### config.mk
export PLATFORM = sky130hd
export DESIGN_NAME = sd_sector_responder
export DESIGN_NICKNAME = d
export VERILOG_FILES = /design/src/rtl/sd_sector_responder.sv
export SDC_FILE = /design/constraint.sdc
export NUM_CORES = 1
export LEC_CHECK = 0
export CORE_UTILIZATION = 25
export CTS_CLUSTER_SIZE = 25
export DETAILED_ROUTE_END_ITERATION = 8
export SLEW_MARGIN = 20
export SYNTH_ARGS = -nofsm -noshare
export SYNTH_HDL_FRONTEND = slang
export SYNTH_SLANG_ARGS = --single-unit
export TNS_END_PERCENT = 1
### constraint.sdc
create_clock -name clk_sys -period 1.85 [get_ports clk_sys]
set_clock_uncertainty 0.1 [all_clocks]
set_input_delay 0.37 -clock clk_sys [delete_from_list [all_inputs] [get_ports clk_sys]]
set_output_delay 0.37 -clock clk_sys [all_outputs]
set_load 0.01 [all_outputs]
### src/rtl/sd_sector_responder.sv
// sd_sector_responder: device-side responder for the sd_lba/sd_rd/sd_wr/sd_ack
// sector protocol, backed by a request/ready word memory holding 2^LBA_BITS
// sectors of 256 16-bit words.
// Optional feature macro: SD_SECTOR_RANGE_CHECK_EN (requests with
// sd_lba >= SECTORS run the handshake without touching memory).
module sd_sector_responder #(
    parameter int unsigned LBA_BITS = 6,
    parameter int unsigned SECTORS  = 64
) (
    input  logic                  clk_sys,
    input  logic                  reset,
    input  logic                  mount,
    output logic                  img_mounted,
    output logic [63:0]           img_size,
    output logic                  img_readonly,
    input  logic [31:0]           sd_lba,
    input  logic                  sd_rd,
    input  logic                  sd_wr,
    output logic                  sd_ack,
    output logic [7:0]            sd_buff_addr,
    output logic [15:0]           sd_buff_dout,
    output logic                  sd_buff_wr,
    input  logic [15:0]           sd_buff_din,
    output logic [LBA_BITS+7:0]   mem_addr,
    output logic                  mem_rd,
    output logic                  mem_wr,
    output logic [15:0]           mem_din,
    input  logic [15:0]           mem_dout,
    input  logic                  mem_ready
);

    typedef enum logic [2:0] {
        IDLE,
        RD_REQ,
        RD_PUT,
        WR_ADDR,
        WR_LATCH,
        WR_REQ,
        FINISH
    } state_t;

    state_t              state_q, state_d;
    logic [LBA_BITS-1:0] lba_q, lba_d;
    logic [7:0]          idx_q, idx_d;
    logic [15:0]         data_q, data_d;
    logic                skip_q, skip_d;
    logic                mount_q;
    logic                mounted_q;
    logic                req_oor;

`ifdef SD_SECTOR_RANGE_CHECK_EN
    assign req_oor = (sd_lba >= 32'(SECTORS));
`else
    // Upper LBA bits are dropped: the access wraps into the store.
    logic unused_lba_hi;
    assign unused_lba_hi = ^sd_lba[31:LBA_BITS];
    assign req_oor       = 1'b0;
`endif

    // State, transfer registers and mount edge detector.
    always_ff @(posedge clk_sys) begin
        if (reset) begin
            state_q   <= IDLE;
            lba_q     <= '0;
            idx_q     <= '0;
            data_q    <= '0;
            skip_q    <= 1'b0;
            mount_q   <= 1'b0;
            mounted_q <= 1'b0;
        end else begin
            state_q   <= state_d;
            lba_q     <= lba_d;
            idx_q     <= idx_d;
            data_q    <= data_d;
            skip_q    <= skip_d;
            mount_q   <= mount;
            mounted_q <= mount & ~mount_q;
        end
    end

    // Next-state logic and per-state strobes.
    always_comb begin
        state_d    = state_q;
        lba_d      = lba_q;
        idx_d      = idx_q;
        data_d     = data_q;
        skip_d     = skip_q;
        sd_ack     = 1'b0;
        sd_buff_wr = 1'b0;
        mem_rd     = 1'b0;
        mem_wr     = 1'b0;

        case (state_q)
            IDLE: begin
                if (sd_rd || sd_wr) begin
                    lba_d   = sd_lba[LBA_BITS-1:0];
                    idx_d   = '0;
                    skip_d  = req_oor;
                    state_d = sd_rd ? RD_REQ : WR_ADDR;
                end
            end
            RD_REQ: begin
                sd_ack = 1'b1;
                mem_rd = ~skip_q;
                // A skipped (out-of-range) word behaves as if memory were ready.
                if (skip_q) begin
                    data_d  = '0;
                    state_d = RD_PUT;
                end else if (mem_ready) begin
                    data_d  = mem_dout;
                    state_d = RD_PUT;
                end
            end
            RD_PUT: begin
                sd_ack     = 1'b1;
                sd_buff_wr = 1'b1;
                if (idx_q == 8'hFF) begin
                    state_d = FINISH;
                end else begin
                    idx_d   = idx_q + 8'd1;
                    state_d = RD_REQ;
                end
            end
            WR_ADDR: begin
                sd_ack  = 1'b1;
                state_d = WR_LATCH;
            end
            WR_LATCH: begin
                sd_ack  = 1'b1;
                data_d  = sd_buff_din;
                state_d = WR_REQ;
            end
            WR_REQ: begin
                sd_ack = 1'b1;
                mem_wr = ~skip_q;
                if (skip_q || mem_ready) begin
                    if (idx_q == 8'hFF) begin
                        state_d = FINISH;
                    end else begin
                        idx_d   = idx_q + 8'd1;
                        state_d = WR_ADDR;
                    end
                end
            end
            FINISH: begin
                state_d = IDLE;
            end
            default: begin
                state_d = IDLE;
            end
        endcase
    end

    assign sd_buff_addr = idx_q;
    assign sd_buff_dout = data_q;
    assign mem_addr     = {lba_q, idx_q};
    assign mem_din      = data_q;
    assign img_mounted  = mounted_q;
    assign img_size     = 64'(SECTORS) * 64'd512;
    assign img_readonly = 1'b0;

endmodule

---- Word level (Yosys, flattened, before mapping) ----
Cells that the tools add are included.
word-level totals
  input bits .............................. 70
  word-level logic and storage cells ...... 44
  bits in registers ....................... 35
  output and inout port bits .............. 124
operators by class
  equality and inequality tests ........... 9
  $add $sub $neg .......................... 1
  reduce and logical (&&, ||, !) cells .... 9
  bitwise operators ....................... 2
  muxes and demuxes ....................... 17
operators by type and width
  operator                                                          count
  16-bit case mux with 2 select lines                               1
  8-bit two-way mux                                                 3
  8-bit case mux with 3 select lines                                1
  3-bit case mux with 6 select lines                                1
  16-bit two-way mux                                                1
  3-bit two-way mux                                                 5
  8-bit by 1-bit adder with 8-bit output (second input constant)    1
  8-bit == test (second input constant)                             1
  3-bit by 2-bit == test with 1-bit output (second input constant)  2
  3-bit == test (second input constant)                             2
  2-bit inequality test (second input constant)                     3
  3-bit AND reduction                                               2
  5-bit OR reduction                                                1
  1-bit two-way mux                                                 4
  2-bit AND reduction                                               2
  3-bit by 1-bit == test with 1-bit output (second input constant)  1
  3-bit zero test                                                   1
  3-bit nonzero test                                                1
  2-bit two-way mux                                                 1
  2-bit nonzero test                                                1
  1-bit AND                                                         1
  1-bit logical OR                                                  1
  1-bit NOT                                                         1

---- Depth between registers and ports, before layout ----
  depth after elaboration ................. 4
  mapped depth ............................ 6
  gate-level depth less buffers ........... 4

---- Worst setup path after synthesis ----
No wires, ideal clock.
  path kind ............................... register -> register
  start point ............................. register idx_q[0] (netlist: sd_buff_addr[0])
  end point ............................... register idx_q[0] (netlist: sd_buff_addr[0])
  path buffers ............................ 1
  path slack .............................. 0.194 ns
  cell stages (with the launch flop) ...... 6
  arrival time ............................ 1.486 ns
  clock period less this slack ............ 1.656 ns
  data required time ...................... 1.680 ns
  library setup time ...................... 0.070 ns
  cells stage by stage .................... dfxtp_1 > ha_1 > and4_1 > buf_2 > or3_1 > a21oi_1
on the way
  cells in the longest elaborated chain, start to end .. 4
  elaborated cells between the ends (all ways) .. 5
  those cells by class .................... 1 x add/sub; 1 x eq/ne; 3 x mux
RTL lines
  item                                                                     line      source
  start, declared                                                          44        logic [7:0] idx_q, idx_d;
  start signal, assigned                                                   73        idx_q <= idx_d;
  8-bit by 1-bit adder with 8-bit output or 8-bit == test (tied branches)  --
  8-bit two-way mux *                                                      117, 137
  8-bit two-way mux                                                        136       if (skip_q || mem_ready) begin
  8-bit case mux with 3 select lines *                                     93        case (state_q)
Mark *: on every way between the ends. The rest lies on a longest branch, timed or not. The select of a mux whose other input is x is not followed.
A chain may end at the register's enable or synchronous reset.

---- Final worst setup path ----
  start point ............................. register idx_q[2] (netlist: sd_buff_addr[2])
  end point ............................... output port sd_buff_addr[2]
RTL lines
  item           line  source
  end, declared  20    output logic [7:0] sd_buff_addr,
No word-level cell between the ends.

==> results.tsv <==
stage	metric	value	unit
run_status	status	complete, no violations	
sta	clock.fmax	562	MHz
drt	antenna_left	0	
global_routing	grt-ovfl-total	0	
hold_path	hp-class	flip-flop to flip-flop	
setup_path	startpoint_type	flip-flop	
drt	vias	1925	
setup_path	critPathKind	flip-flop to output port	
setup_path	cp_data_required_time	1.38	ns
finish	layout-drive-gt1-share	0.127	
cts	cts_tree	done	
power	p_leak	1.27	nW
cts	cts_htree_levels	2	
yosys	yosysSeqAreaShare	0.299	
place	port_buffers	102	
cts	postCtsHoldBufs	0	
sta	period_needed	1.78	ns
power	power_density	716	nW/µm²
cts	cts_buffer_depth	2	
drt	drt_iter0_drc	34	
run	max-cap-violations	0	
cts	cts_root_buffer	clkbuf_8	
finish	syn_to_final_growth	41.4	%
drt	vias_per_cell	4.09	
drt	avgRoutedWirePerCell	11.4	µm
setup_path	critical_path_arrival	1.31	ns
cts	path_clk_slew	0.07	ns
sta	drv_slew	0	
finish	antenna_cells	0	
sta	finalHoldViolCount	0	
cts	postCtsSetupBuffers	0	
sta	finalCritPeriodShare	0.962	
global_routing	grt_max_degree	33	
power	ir_drop	240	µV
drt	drc	0	
power	finalPower	2.37	mW
yosys	ys_ff_latch	35	
place	gp_congestion	0.742	
sta	final-setup-viol-count	0	
die	initial_utilization	0.263	
yosys	syn_inst	269	
die	die_x	98.8	µm
drt	routed_wirelength	5.38	mm
setup_path	path_max_fanout	7	
global_routing	grt_first_pass_wirelength	8.49	mm
cts	cts_sinks	35	
cts	insertion_delay	0.28	ns
finish	layout.nets	433	
die	row_count	34	
sta	setup_tns	0	ns
place	dp_hpwl	4.14	mm
die	dieArea	9750	µm²
sta	rsz0062_at_grt	false	
finish	nFillCells	926	
yosys	ys_warn_count	0	
yosys	ys_types	40	
global_routing	grt_use_total	0.109	
setup_path	end_kind	output port	
yosys	synth.avg_cell_area	8.70	µm²
die	ios	194	
yosys	syn_area	2340	µm²
die	core	8890	µm²
cts	cts_buffers	5	
drt	first_pass_iters	4	
global_routing	first_global_vias	1806	
global_routing	grt_antenna_before_repair	0	
die	die_h	98.8	µm
[final cells by class]
| type | count | area (µm²) | share of cell area |
|---|---|---|---|
| flip-flops and latches | 35 | 708 | 0.214 |
| inverters | 2 | 7.51 | 0.00227 |
| well taps | 108 | 135 | 0.0408 |
| clock buffers | 8 | 100 | 0.0302 |
| repair buffers | 126 | 1230 | 0.373 |
| multi-input cells | 192 | 1130 | 0.340 |
[state kept, by name, summed over array words and instances, names as in the netlist]
name          flops
sd_buff_addr      8
state_q           3
mem_din          16
lba_q             6
mount_q           1
img_mounted       1
[worst max-delay path, cell delays in order (launching register included)]
cell             delay (ns)
dfxtp_1                0.34
buf_4                  0.15
clkdlybuf4s50_1        0.54
[kinds of logic after synthesis]
| logic type | after synthesis | synth area share |
|---|---|---|
| AO/OA/AOI/OAI | 46 | 0.130 |
| adder cells (fa/ha/maj) | 1 | 0.00534 |
| buffers and inverters | 105 | 0.327 |
| flip-flops | 35 | 0.299 |
| multiplexers | 22 | 0.0941 |
| other | 2 | 0.00321 |
| AND/OR/NAND/NOR | 58 | 0.142 |
[cells in the mapped netlist]
master    count  area, µm²
and2b_4       1       10.0
a21oi_1      14       70.1
nor2_4        1       11.3
or2_2         1       6.26
and2_1        1       6.26
nor2b_1       2       12.5
a31oi_2       1       12.5
and2b_2       1       8.76
nand3b_1      1       7.51
buf_2         5       25.0
inv_1         2       7.51
nand2b_1      1       6.26
buf_4        89        668
o21ai_1       3       15.0
and4_1        2       17.5
buf_6         4       45.0
dfxtp_1      35        701
nand2b_4      1       13.8
or4_1         5       37.5
o21ai_0       2       10.0
nor3b_4       1       18.8
nand2_1       4       15.0
o22a_2        1       10.0
a211oi_1     16        120
nor2_1       23       86.3
mux2i_1      22        220
o41ai_1       1       8.76
or2_0         1       6.26
nor3_1        4       20.0
clkbuf_1      5       18.8
nand3_1       4       20.0
a31oi_1       2       12.5
or2_1         1       6.26
nand4_1       1       6.26
nor4b_1       1       8.76
o31ai_1       5       37.5
or3_1         1       6.26
o21bai_1      1       7.51
ha_1          1       12.5
conb_1        2       7.51
[what timing repair did]
| action | in CTS | in global routing |
|---|---|---|
| resized for setup | 8 | 4 |
| pin swaps | 0 | 0 |
| endpoints found under the setup margin | 8 | 5 |
| endpoints found under the hold margin | 0 | 0 |
[power breakdown]
| part | internal [mW] | switching (mW) |
|---|---|---|
| registers | 0.834 | 0.0707 |
| logic | 0.473 | 0.381 |
| clock network | 0.340 | 0.272 |
| total | 1.65 | 0.723 |
[per-layer routing]
metal	GRT usage	vias to the layer above	wire length, µm
met2	0.185	93	2680
met5	0	-	0
met3	0.0340	7	358
met4	0.0321	0	60
li1	-	957	-
met1	0.132	868	2290
[per-stage QoR]
stage | worst slack, ns | area [µm²] | hold WS [ns] | utilization | std cells
global route | 0.00372 | 3310 | 0.298 | 0.372 | 471
global placement | -0.0947 | 3200 | 0.272 | 0.360 | 463
CTS | 0.0530 | 3300 | 0.291 | 0.371 | 471
floorplan | 0.194 | 2580 | 0.267 | - | 332
finish | 0.0701 | 3310 | 0.287 | 0.372 | 471
detailed placement | -0.144 | 3200 | 0.281 | 0.360 | 463
[path summary, 6_finish.rpt]
check | depth (start not counted) | start | slack [ns] | end
hold reg to reg | 1 | mount_q | 0.29 | img_mounted
setup / recovery | 2 | sd_buff_addr[2] | 0.07 | sd_buff_addr[2]
setup reg to reg | 5 | state_q[1] | 0.13 | sd_buff_addr[4]
hold / removal | 1 | mount_q | 0.29 | img_mounted
[cells in the final DEF (no fill, tap or decap), types with 5 or more instances in the layout]
cell type        netlist  layout
buf_4                 89      21
conb_1                 2      65
or4_1                  5       5
a211oi_1              16      16
a21oi_1               14      13
dfxtp_1               35      31
mux2i_1               22      22
nor2_1                23      23
clkbuf_8               0       7
o31ai_1                5       5
clkdlybuf4s50_1        0      98
Note: power is estimated with default switching activity, not from simulation.
